`config.mk`:
```
export PLATFORM = sky130hd
export DESIGN_NAME = uart_io_seq
export DESIGN_NICKNAME = d
export VERILOG_FILES = /design/src/rtl/uart_io_seq.sv
export SDC_FILE = /design/constraint.sdc
export NUM_CORES = 1
export LEC_CHECK = 0
export ABC_AREA = 1
export ABC_CLOCK_PERIOD_IN_PS = 3600
export CAP_MARGIN = 20
export CORE_MARGIN = 8
export CORE_UTILIZATION = 33
export DETAILED_ROUTE_END_ITERATION = 16
export SETUP_SLACK_MARGIN = 0.05
export SYNTH_ARGS = -nofsm -noshare
export SYNTH_HDL_FRONTEND = slang
export SYNTH_SLANG_ARGS = --single-unit
```
`constraint.sdc`:
```
create_clock -name clk -period 3.6 [get_ports clk]
set_clock_uncertainty 0.2 [all_clocks]
set_input_delay 0.54 -clock clk [delete_from_list [all_inputs] [get_ports clk]]
set_output_delay 0.54 -clock clk [all_outputs]
set_load 0.02 [all_outputs]
```
`src/rtl/uart_io_seq.sv`:
```
// uart_io_seq: UART-side sequencer: FIFO echo (plain / upper-case), periodic message bursts, idle/flush.
// Latency: RX strobe to tx_en is 2 cycles on an empty FIFO; a message tick gives tx_en 2+ cycles later.
// Backpressure: a byte launches only when tx_rdy=1 in IDLE; SEND+HOLD limit output to one byte per 3 cycles.
module uart_io_seq #(
  parameter int DATA_W     = 8,
  parameter int FIFO_DEPTH = 16,
  parameter int MSG_MAX    = 32,
  parameter int PERIOD     = 100000
) (
  input  logic                        clk,
  input  logic                        rst,
  input  logic [1:0]                  mode,
  input  logic [DATA_W-1:0]           din,
  input  logic                        d_rdy,
  input  logic                        tx_rdy,
  input  logic                        msg_we,
  input  logic [$clog2(MSG_MAX)-1:0]  msg_addr,
  input  logic [DATA_W-1:0]           msg_wdata,
  input  logic [$clog2(MSG_MAX):0]    msg_len,
  output logic [DATA_W-1:0]           dout,
  output logic                        tx_en,
  output logic [$clog2(FIFO_DEPTH):0] fifo_cnt,
  output logic                        ovf,
  output logic                        busy
);
  localparam int FW = $clog2(FIFO_DEPTH);
  localparam int AW = $clog2(MSG_MAX);
  localparam int CW = $clog2(PERIOD);

  localparam logic [1:0] M_ECHO  = 2'd0;
  localparam logic [1:0] M_MSG   = 2'd1;
  localparam logic [1:0] M_UPPER = 2'd2;
  localparam logic [1:0] M_IDLE  = 2'd3;

  typedef enum logic [1:0] {S_IDLE, S_SEND, S_HOLD} state_t;

  state_t            r_state;
  logic              r_src_msg;
  logic [1:0]        r_mode_d;
  logic [DATA_W-1:0] r_fifo [FIFO_DEPTH];
  logic [DATA_W-1:0] r_msg  [MSG_MAX];
  logic [FW-1:0]     r_wr_ptr;
  logic [FW-1:0]     r_rd_ptr;
  logic [FW:0]       r_cnt;
  logic              r_ovf;
  logic              r_busy;
  logic [AW:0]       r_idx;
  logic [CW-1:0]     r_per;
  logic [DATA_W-1:0] r_dout;
  logic              r_tx_en;

  logic              w_echo;
  logic              w_enter_msg;
  logic              w_flush;
  logic [AW:0]       w_len_eff;
  logic [AW:0]       w_idx_nxt;
  logic              w_tick;
  logic              w_fifo_avail;
  logic              w_msg_avail;
  logic              w_launch;
  logic              w_full;
  logic              w_pop;
  logic              w_push;
  logic              w_drop;
  logic [DATA_W-1:0] w_fifo_byte;
  logic [DATA_W-1:0] w_conv_byte;
  logic [DATA_W-1:0] w_msg_byte;

  assign w_echo       = (mode == M_ECHO) || (mode == M_UPPER);
  assign w_enter_msg  = (mode == M_MSG) && (r_mode_d != M_MSG);
  // Entering MSG or IDLE discards buffered echo traffic; ECHO<->UPPER keeps it.
  assign w_flush      = w_enter_msg || ((mode == M_IDLE) && (r_mode_d != M_IDLE));
  assign w_len_eff    = (msg_len > (AW+1)'(MSG_MAX)) ? (AW+1)'(MSG_MAX) : msg_len;
  assign w_idx_nxt    = r_idx + (AW+1)'(1);
  assign w_tick       = (mode == M_MSG) && !w_enter_msg && (r_per == CW'(PERIOD-1));
  assign w_fifo_avail = w_echo && (r_cnt != '0);
  assign w_msg_avail  = (mode == M_MSG) && r_busy && (r_idx < w_len_eff);
  assign w_launch     = (r_state == S_IDLE) && tx_rdy && (w_fifo_avail || w_msg_avail);
  assign w_full       = (r_cnt == (FW+1)'(FIFO_DEPTH));
  // The byte read in IDLE leaves the FIFO during its SEND cycle.
  assign w_pop        = (r_state == S_SEND) && !r_src_msg && (r_cnt != '0);
  assign w_push       = d_rdy && w_echo && (!w_full || w_pop);
  assign w_drop       = d_rdy && w_echo && w_full && !w_pop;
  assign w_fifo_byte  = r_fifo[r_rd_ptr];
  assign w_msg_byte   = r_msg[r_idx[AW-1:0]];
  // Lower-case ASCII is folded to upper-case on the way out, only in ECHO_UPPER.
  assign w_conv_byte  = ((mode == M_UPPER) && (w_fifo_byte >= DATA_W'('h61)) &&
                         (w_fifo_byte <= DATA_W'('h7A))) ? (w_fifo_byte - DATA_W'('h20)) : w_fifo_byte;

  assign dout     = r_dout;
  assign tx_en    = r_tx_en;
  assign fifo_cnt = r_cnt;
  assign ovf      = r_ovf;
  assign busy     = r_busy;

  // Message RAM write port; contents are deliberately not reset.
  always_ff @(posedge clk) begin
    if (msg_we) r_msg[msg_addr] <= msg_wdata;
  end

  // Echo FIFO storage.
  always_ff @(posedge clk) begin
    if (w_push) r_fifo[r_wr_ptr] <= din;
  end

  // Echo FIFO pointers, occupancy and sticky overflow flag.
  always_ff @(posedge clk or posedge rst) begin
    if (rst) begin
      r_wr_ptr <= '0;
      r_rd_ptr <= '0;
      r_cnt    <= '0;
      r_ovf    <= 1'b0;
    end else begin
      if (w_flush) begin
        r_wr_ptr <= '0;
        r_rd_ptr <= '0;
        r_cnt    <= '0;
      end else begin
        if (w_push) r_wr_ptr <= r_wr_ptr + FW'(1);
        if (w_pop)  r_rd_ptr <= r_rd_ptr + FW'(1);
        if (w_push && !w_pop)      r_cnt <= r_cnt + (FW+1)'(1);
        else if (!w_push && w_pop) r_cnt <= r_cnt - (FW+1)'(1);
      end
      if (w_drop) r_ovf <= 1'b1;
    end
  end

  // Mode history, period counter and message-burst tracking.
  always_ff @(posedge clk or posedge rst) begin
    if (rst) begin
      r_mode_d <= M_ECHO;
      r_per    <= '0;
      r_busy   <= 1'b0;
      r_idx    <= '0;
    end else begin
      r_mode_d <= mode;
      if ((mode != M_MSG) || w_enter_msg || (r_per == CW'(PERIOD-1))) r_per <= '0;
      else                                                          r_per <= r_per + CW'(1);
      if (mode != M_MSG) begin
        r_busy <= 1'b0;
      end else if (w_tick && !r_busy && (w_len_eff != '0)) begin
        r_busy <= 1'b1;
        r_idx  <= '0;
      end else if ((r_state == S_SEND) && r_src_msg) begin
        r_idx <= w_idx_nxt;
        if (w_idx_nxt >= w_len_eff) r_busy <= 1'b0;
      end else if (r_busy && (r_idx >= w_len_eff)) begin
        r_busy <= 1'b0;
      end
    end
  end

  // Transmit FSM: IDLE picks a byte, SEND strobes it, HOLD spaces strobes apart.
  always_ff @(posedge clk or posedge rst) begin
    if (rst) begin
      r_state   <= S_IDLE;
      r_src_msg <= 1'b0;
      r_dout    <= '0;
      r_tx_en   <= 1'b0;
    end else begin
      r_tx_en <= 1'b0;
      case (r_state)
        S_IDLE: begin
          if (w_launch) begin
            r_state   <= S_SEND;
            r_tx_en   <= 1'b1;
            r_src_msg <= (mode == M_MSG);
            r_dout    <= (mode == M_MSG) ? w_msg_byte : w_conv_byte;
          end
        end
        S_SEND:  r_state <= S_HOLD;
        S_HOLD:  r_state <= S_IDLE;
        default: r_state <= S_IDLE;
      endcase
    end
  end

endmodule

```
==> run metrics <==
max-slew violations=0; clk_lat worst skew=slightly below 0.6 ns; Core ar.=55,200 um2; grt ovf=0; All-Layer GR Usage=14.2%; worst-path fanout max=8; H-tree levels=2; crit start category=register; synth top area cells=edfxtp_1, dfrtp_1, nand2_1; leading area contributor after synthesis=edfxtp_1; fin crit share=79.2%; initial DRC count=1,002; final setup vio count=0; post-synthesis sequential area ratio=approximately 70%; initial antenna violation count=2; vias in the first global route=12.1k; worst setup margin=0.750 ns; die width=253 um; CP required=3.85 ns; drt first pass iters=5; Crit Path Category=reg2reg; Final nets=1,731; Fin. Hold Viols=0; GRT met3 Usage=2.61%; hold buffers post-CTS=0; power density over cell area=684 nW/um2; worst r2r src=r_state[1]$_DFFE_PP0P_; routed wire length=approximately 46,000 um; synthesis-to-layout area growth=16.7%; VDD IR max=between 0.3 and 0.4 mV; Clock Path Buffers=3; Max-slew headroom=42.6%; first-pass GRT wire length=70,800 um; status=completed; largest net degree at the start of global routing=63; #FFs+latches synth=436; total negative slack=0 ns; gr busiest metal=met2; setup repair after global routing missed its margin=no; met2 usage=a little under a quarter; share of cells above drive strength 1=10.2%; Initial Utilization=between 30% and 40%; CP Capture Point=fifo_cnt[4]$_DFFE_PP0P_; Post-Syn Area=18,500 um2; TritonCTS buffer count=45; worst-margin pin slew=0.858 ns; Post-synth EDFFs=384; r2r setup slk=0.75 ns; die height=253 um; M1 GR Usage=19.2%; Wirelength per Cell=18.6 um; CTS tree=done; I/O pins=50; routed vias=12.3k; synthesized area per cell=11.7 um2; Rows=86; Post-synth top flop=edfxtp_1; CP Launch Point=r_state[1]$_DFFE_PP0P_; LEAKAGE=7.75 nW; top cell type's share of synthesized area=62.5%; I/O Buffers=49; routability cong.=0.809; post-cts resize count=0; fin crit period=2.85 ns; clk sink count=436; Routed Antenna Nets=0; worst hold path class=in2async; Synth cell types=49; Final HPWL DP=29,200 um; Root Driver=clkbuf_16; Worst-path clk slew=0.06 ns; Final Util=39.0%; Place WS=0.281 ns; Syn Nets=about 1.6k; Gate Count Post-Synth=1,579; DR DRC count=0; Total Die Area=63,800 um2; maximum clock rate=351 MHz; max cap viols=0; Via-to-Cell Ratio=4.99; Setup crit end kind=register; Post-CTS Setup Bufs=0; worst reg2reg path endpoint=fifo_cnt[4]$_DFFE_PP0P_; WP data arrival=3.10 ns; Ys Warns=0; Worst Reg-to-Reg Cells=14; Post-synth ARST share=a little under an eighth
[routing by layer]
metal	up-vias	share of wire, %
met1	5992	45
met4	0	2.6
met5	-	0
li1	5822	-
met2	361	46
met3	79	6.4
[area by class of cell]
type | count | area [um2]
Clock buffer | 57 | 1230
Tap cell | 748 | 936
Fill cell | 5242 | 33700
Timing Repair Buffer | 123 | 1060
Multi-Input combinational cell | 944 | 4780
Inverter | 123 | 464
Sequential cell | 436 | 12800
Antenna cell | 1 | 2.50
Clock inverter | 26 | 234
[cell usage after synthesis (4+ instances only)]
library cell	number
o21ai_1	11
buf_1	7
xor2_1	6
buf_4	4
inv_2	9
buf_6	5
buf_2	35
o22ai_1	40
ha_1	23
a21oi_1	42
inv_1	106
edfxtp_1	384
nand4_1	8
o211ai_1	29
nor2_1	203
nand3_1	119
o21a_1	5
a21o_1	5
nor3_1	8
clkinv_1	7
nand2_1	260
clkbuf_1	25
o21ai_0	114
o221ai_1	36
dfrtp_1	52
[registers in the layout, indices dropped and copies added, names as in the netlist, 2 cells and up]
| name | cells |
|---|---|
| r_rd_ptr | 4 |
| fifo_cnt | 5 |
| r_idx | 6 |
| r_per | 17 |
| r_msg | 256 |
| dout | 8 |
| r_wr_ptr | 4 |
| r_state | 2 |
| r_fifo | 128 |
| r_mode_d | 2 |
[cells by family after synthesis]
group,after synthesis,share of synthesized area (%)
and+or+nand+nor,612,13.8
AOI/OAI and AO/OA,299,10.0
xor gates and xnor gates,9,0.427
buffers and inverters,199,4.58
DFF,436,69.5
adders and majority gates,24,1.67
[metrics by stage]
stage / hold slack, ns / power (W) / cell area [um2] / instances
global route: 0.272 / 0.0155 / 21500 / 2457
global placement: 0.231 / 0.0102 / 20100 / 2374
finish: 0.214 / 0.0147 / 21500 / 2458
CTS: 0.226 / 0.0148 / 21500 / 2457
floorplan: 0.213 / 0.00865 / 18500 / 1579
detailed placement: 0.246 / 0.0102 / 20100 / 2374
[critical path, stage by stage, from the launching register on]
cell	delay (ns)
dfrtp_1	0.39
nor2_1	0.14
inv_1	0.07
nor2_1	0.16
nand2_1	0.15
nand2_1	0.12
inv_2	0.05
nor2_4	0.16
nand2_1	0.23
ha_1	0.39
a21oi_1	0.16
nand2_1	0.08
xor2_1	0.16
xnor2_1	0.17
o22ai_1	0.09
[placed cells by master, fill, tap and decap left out, types with 3 or more instances in the layout]
master	count
a21oi_1	42
ha_1	23
bufinv_16	3
a21boi_0	3
nor3_1	8
o22ai_1	40
inv_2	10
a21o_1	5
clkinv_2	11
xor2_1	6
nor2_1	203
o221ai_1	36
nand4_1	8
clkbuf_1	7
o211ai_1	29
xnor2_1	3
buf_4	73
inv_1	105
clkbuf_16	46
o21a_1	5
o211ai_2	3
clkbuf_8	4
o21ai_1	11
edfxtp_1	384
nand2_1	260
nand3_1	119
clkdlybuf4s50_1	49
nand2_2	3
clkinv_1	12
dfrtp_1	50
o21ai_0	114
[where the power goes]
group          leakage, nW  total, W  internal [W]  switching, W
Combinational         2.89   0.00422       0.00138       0.00284
Sequential            4.13   0.00591       0.00571      0.000207
Clock                0.725   0.00461       0.00266       0.00195
[worst min path at each step]
stage	start	to	slack, ns	cells after the start
final	rst	r_rd_ptr[1]$_DFFE_PP0P_	0.21	2
after global routing	r_state[1]$_DFFE_PP0P_	r_state[1]$_DFFE_PP0P_	0.27	1
after CTS	rst	r_rd_ptr[1]$_DFFE_PP0P_	0.23	2
after detailed placement	r_state[1]$_DFFE_PP0P_	r_state[1]$_DFFE_PP0P_	0.25	1
after global placement	r_state[1]$_DFFE_PP0P_	r_state[1]$_DFFE_PP0P_	0.23	1
after floorplan	r_state[1]$_DFFE_PP0P_	r_state[1]$_DFFE_PP0P_	0.21	1
Power figures use the tool's default switching activity.
==> edit 1 (config.mk and constraints unchanged) <==
`PERIOD`: 100000 -> 200000.
--- a/src/rtl/uart_io_seq.sv
+++ b/src/rtl/uart_io_seq.sv
@@ -5,7 +5,7 @@
   parameter int DATA_W     = 8,
   parameter int FIFO_DEPTH = 16,
   parameter int MSG_MAX    = 32,
-  parameter int PERIOD     = 100000
+  parameter int PERIOD     = 200000
 ) (
   input  logic                        clk,
   input  logic                        rst,
Behaviour: no difference found for any inputs over 4 cycles, from zero or initial values and one cycle with rst high; that may be too few to reach the edited logic, so the function may still have changed.
==> edit 1 against the unedited design <==
- cell area grew 0.48%
- via count grew 0.91%
- worst setup slack gained 38 ps
- sequential share of layout area shrank 0.17 points
- sequential cell count grew 1
- die area grew 0.59%
- area after synthesis grew 0.63%
- routed wire length shrank 1.3%
- combinational power shrank 4%
- synthesized cell count grew 2.7%
- global-route usage shrank 0.11 points
- total power shrank 1.2%
==> edit 1: results (changes against the unedited design) <==
stage	metric	value	unit	change
outcome	status	completed		
yosys	sequential fraction of the synthesis area	69.21	%	-0.30 points
pwr	leakage power	7.881	nW	+1.7%
sta	setup slack after layout	787.8	ps	+38.18 ps
finish	Top Registers	r_msg (256), r_fifo (128), r_per (18)		
setup_path	Crit path largest cell delay	470	ps	+80 ps
setup_path	CP arrival	3070	ps	-30 ps
global_routing	initial antenna violation count	0		-2
finish	ant diodes	0		-1
route	DR vias	12365		+0.91%
placement	Final HPWL DP	29.36	mm	+0.65%
yosys	Synth Area per Inst	11.46	um^2	-2.0%
global_routing	first-pass GRT wire length	70.68	mm	-0.15%
clock_tree	# H-tree levels	2		unchanged
clock_tree	total CTS buffers	45		unchanged
yosys	syn_nets	1679		+2.6%
placement	Placed Instances	2421		+2.0%
setup_path	worst-path fanout max	8		unchanged
yosys	top post-synthesis cells by area	edfxtp_1 (62%), dfrtp_1 (7.1%), nand2_1 (6.2%)		
clock_tree	CTS root buffer	clkbuf_16		
route	via-per-instance ratio	4.940		-0.91%
route	drt wl/cell	18.05	um	-3.0%
clock_tree	clock slew at reported path FFs	60	ps	about the same
finish	FILL cells	5283		+0.78%
placement	global placement routability congestion	0.8344		+3.2%
yosys	commonest cells in the netlist	edfxtp_1 (384), nand2_1 (305), nor2_1 (188)		
sta	Slew @ Worst Pin	804.0	ps	-53.67 ps
finish	NumNets Final	1770		+2.3%
yosys	asr flop ratio synth	12.13	%	+0.20 points
clock_tree	post-cts sizing count	0		unchanged
clock_tree	post-CTS setup buffers	0		unchanged
setup_path	CP max stage cell	fa_1		
pwr	Max VDD drop	0.4776	mV	+26%
finish	share of cells above drive strength 1	9.330	%	-0.85 points
setup_path	Crit path max-delay family	simple AND/OR/NAND/NOR gates		
global_routing	GR Util All Layers	14.06	%	-0.11 points
placement	input/output buffers	49		unchanged
clock_tree	clock latency on the worst-skew pair	590	ps	
route	initial DRC count	1012		+1.0%
global_routing	largest net degree at the start of global routing	81		+29%
placement	pre-CTS WS	232.7	ps	-47.86 ps
[edit 1: per-stage QoR]
| step | hold slack [ps] | instance area [um^2] |
|---|---|---|
| global route | 83.79 | 21650 |
| detailed placement | 221.8 | 20190 |
| global placement | 215.8 | 20190 |
| finish | 64.02 | 21650 |
| CTS | 58.59 | 21650 |
| floorplan | 204.4 | 18580 |
[edit 1: report_power, final]
part           switching [mW]  internal, mW
clock network            1.97          2.63
logic                    2.75          1.31
registers               0.191          5.72
total                    4.91          9.65
[edit 1: layer usage]
metal / track usage [%] / vias up / share of wire, %
met3: 3.140 / 82 / 6.9
met1: 18.87 / 5994 / 44
met5: 0 / - / 0
met4: 4.668 / 0 / 2.7
met2: 22.40 / 389 / 46
li1: - / 5900 / -
[edit 1: cells by family (layout without fill, tap and decap cells)]
kind of cell / after synthesis / in the layout / synth area share [%]
AO/OA/AOI/OAI: 275 / 275 / 8.641
XOR/XNOR: 9 / 9 / 0.4244
adder cells (fa/ha/maj): 24 / 24 / 1.657
buffers and inverters: 194 / 320 / 4.533
flip-flops: 437 / 437 / 69.21
multiplexers: 4 / 4 / 0.2155
AND/OR/NAND/NOR: 678 / 678 / 15.32
[edit 1: worst paths after layout]
path                            start     endpoint  depth (start not counted)
min                               rst     r_per[9]                          2
min reg2reg                r_state[1]   r_state[1]                          1
max reg2reg                r_state[1]  fifo_cnt[4]                         12
max                        r_state[1]  fifo_cnt[4]                         12
min in group clk           r_state[1]   r_state[1]                          1
max in group asynchronous         rst  r_rd_ptr[0]                          3
[edit 1: area by class of cell]
type / count / share of cell area, %
Sequential cell: 437 / 59.41
Multi-Input combinational cell: 990 / 22.53
Clock inverter: 30 / 1.399
Tap cell: 756 / 4.369
Inverter: 120 / 2.098
Clock buffer: 52 / 5.369
Timing Repair Buffer: 118 / 4.831
[edit 1: worst reg2reg max path, cell delays in order, from the launching register on]
cell and delay, ps:
dfrtp_1 370, nor2_1 130, inv_1 90, nor2_1 180, nand2_2 160, a21oi_4 270
nand2_1 240, fa_1 470, nand3_1 110, nand2_1 70, xor2_1 180, xnor2_1 140
o22ai_1 80
==> edit 2 (same flow settings) <==
Without the edit above. Re-encode `state_t` (3 states) as one-hot, 3 bits wide.
--- a/src/rtl/uart_io_seq.sv
+++ b/src/rtl/uart_io_seq.sv
@@ -32,7 +32,7 @@
   localparam logic [1:0] M_UPPER = 2'd2;
   localparam logic [1:0] M_IDLE  = 2'd3;
 
-  typedef enum logic [1:0] {S_IDLE, S_SEND, S_HOLD} state_t;
+  typedef enum logic [2:0] {S_IDLE = 3'b001, S_SEND = 3'b010, S_HOLD = 3'b100} state_t;
 
   state_t            r_state;
   logic              r_src_msg;
Formal check against the unedited RTL: same outputs for any inputs over 4 cycles, from zero or initial values and one cycle with rst high; so few cycles prove little.
==> edit 2 against the unedited design <==
- count of clock-buffer cells in the layout unchanged
- sequential cell count grew 1
- area after synthesis is 0.65% higher
- critical path depth increased by 1
- routed wire length fell by 2.7%
- cell area increased by 0.37%
- total power shrank 5.0%
- register-to-register slack improved by 50 ps
- worst setup slack got worse by 150 ps
- sequential share of layout area fell by 0.094 points
- largest cell class unchanged
==> edit 2: results (changes against the unedited design) <==
stage	metric	value	unit	change
outcome	status	completed		
finish	share of cells above drive strength 1	10.46	%	+0.28 points
placement	global placement routability congestion	0.8351		+3.3%
finish	ant diodes	0		-1
setup_path	CP max stage cell	clkdlybuf4s50_1		
pwr	Max VDD drop	0.4549	mV	+20%
yosys	Synth top area share	62.06	%	-0.40 points
global_routing	first-pass GRT wire length	69.43	mm	-1.9%
global_routing	GR Util All Layers	13.78	%	-0.39 points
yosys	asr flop ratio synth	12.13	%	+0.20 points
clock_tree	post-CTS setup buffers	0		unchanged
finish	Top Registers	r_msg (256), r_fifo (128), r_per (17)		
setup_path	Reg2Reg Capture Point	fifo_cnt[4]		
setup_path	worst-path fanout max	7		-1
finish	FILL cells	5364		+2.3%
yosys	commonest cells in the netlist	edfxtp_1 (384), nor2_1 (239), nand2_1 (229)		
clock_tree	clock slew at reported path FFs	60	ps	about the same
yosys	top post-synthesis cells by area	edfxtp_1 (62%), dfrtp_1 (7.0%), nor2_1 (4.8%)		
finish	NumNets Final	1754		+1.3%
placement	Cell Area, Placed	0.02028	mm^2	+0.98%
placement	Final HPWL DP	27.90	mm	-4.3%
setup_path	worst setup path end	dout[4]		
pwr	leakage power	7.733	nW	-0.21%
route	Total Wirelength	44.53	mm	-2.7%
min_path	Hold Path Class	in -> async		
setup_path	Crit path largest cell delay	430	ps	+40 ps
placement	Placed Instances	2406		+1.3%
setup_path	register-to-register path setup slack	800	ps	+50 ps
global_routing	largest net degree at the start of global routing	127		+100%
placement	pre-CTS WS	58.25	ps	-222.3 ps
yosys	post-synth cell types	56		+14%
sta	Max Freq	0.3334	GHz	-5.0%
route	First-pass DRT Iterations	7		+2
yosys	syn_nets	1658		+1.3%
setup_path	r2r startpoint	r_state[2]		
pwr	sw frac	32.87	%	-1.1 points
clock_tree	Clock Path Buffers	3		unchanged
clock_tree	clock latency on the worst-skew pair	580	ps	about the same
global_routing	vias in the first global route	11883		-1.8%
yosys	sequential fraction of the synthesis area	69.21	%	-0.31 points
route	drt wl/cell	17.91	um	-3.8%
clock_tree	total CTS buffers	44		-2.2%
yosys	Post-synth EDFFs	384		unchanged
clock_tree	post-cts sizing count	0		unchanged
clock_tree	CTS root buffer	clkbuf_16		
placement	input/output buffers	49		unchanged
route	initial DRC count	942		-6.0%
setup_path	CP arrival	3270	ps	+170 ps
yosys	Syn. warnings	0		unchanged
setup_path	Critical Path Source	msg_len[4]		
route	via-per-instance ratio	4.916		-1.4%
global_routing	initial antenna violation count	0		-2
setup_path	worst r2r path cells	12		-2
yosys	Synth Area per Inst	11.61	um^2	-0.67%
clock_tree	# H-tree levels	2		unchanged
setup_path	Crit path max-delay family	simple AND/OR/NAND/NOR gates		
sta	Slew headroom	45.41	%	+2.8 points
==> edit 2: cell types whose count changed after synthesis, sizes merged, moves of 5 or more <==
cell    delta
clkbuf    +10
o21ai     +43
nand3     -12
buf        -7
a21o       -5
clkinv     -5
o22ai     +17
a21oi     -15
o221ai    -15
nor2      +39
nand2     -26
o211ai    -10
==> edit 2: stage by stage <==
step / hold WS (ps) / total power [mW] / util [%]
final: 163.7 / 14.01 / 38.58
after global routing: 213.6 / 14.69 / 38.58
after CTS: 160.2 / 14.11 / 38.58
after detailed placement: 261.0 / 9.806 / 36.17
after global placement: 245.2 / 9.733 / 36.17
after floorplan: 232.9 / 8.326 / -
==> edit 2: cells by family (layout without fill, tap and decap cells) <==
kind of cell,count (synthesis),after routing,synth area share (%)
and+or+nand+nor,616,616,13.87
DFF,437,437,69.21
AOI/OAI and AO/OA,320,320,10.29
buffers and inverters,194,324,4.552
adders and majority gates,24,24,1.657
xor gates and xnor gates,9,9,0.4243
==> edit 2: worst reg2reg max path: stages (launching register included) <==
cell and delay [ps]:
dfrtp_1 390, nor3_2 250, inv_2 60, nor2_1 190, o21ai_2 160, a21oi_4 260, nand2_2 190, ha_1 370
a21oi_1 170, nand2_1 80, xor2_1 150, xnor2_1 160, o22ai_1 80
==> edit 2: worst min-delay path by stage <==
stage	start	end	slack (ps)	cells past startpoint
floorplan	r_per[0]	r_per[0]	230	1
global placement	r_per[0]	r_per[0]	250	1
detailed placement	r_state[2]	r_state[2]	260	1
CTS	rst	r_per[10]	160	2
global route	rst	r_mode_d[0]	210	2
finish	rst	r_mode_d[0]	160	2
==> edit 2: per-layer routing <==
metal	track usage [%]	wire, um	up-vias
li1	-	-	5877
met5	0	0	-
met2	22.33	20760	340
met1	18.91	20320	5936
met3	2.350	2443	67
met4	3.879	1013	0
==> edit 2: power by group through the flow <==
stage                     sequential [mW]  clock [mW]  combinational [mW]
after floorplan                      6.00           0                2.33
after global placement               5.96           0                3.78
after detailed placement             5.96           0                3.84
after CTS                            5.86        4.40                3.85
after global routing                 5.88        4.58                4.23
final                                5.86        4.31                3.84
==> edit 2: area by class of cell <==
cell class	instances	area share, %
Inverter	115	2.013
Clock buffer	57	5.508
Timing Repair Buffer	129	5.334
Clock inverter	23	0.7405
Sequential cell	437	59.48
Multi-Input combinational cell	969	22.55
Tap cell	756	4.374
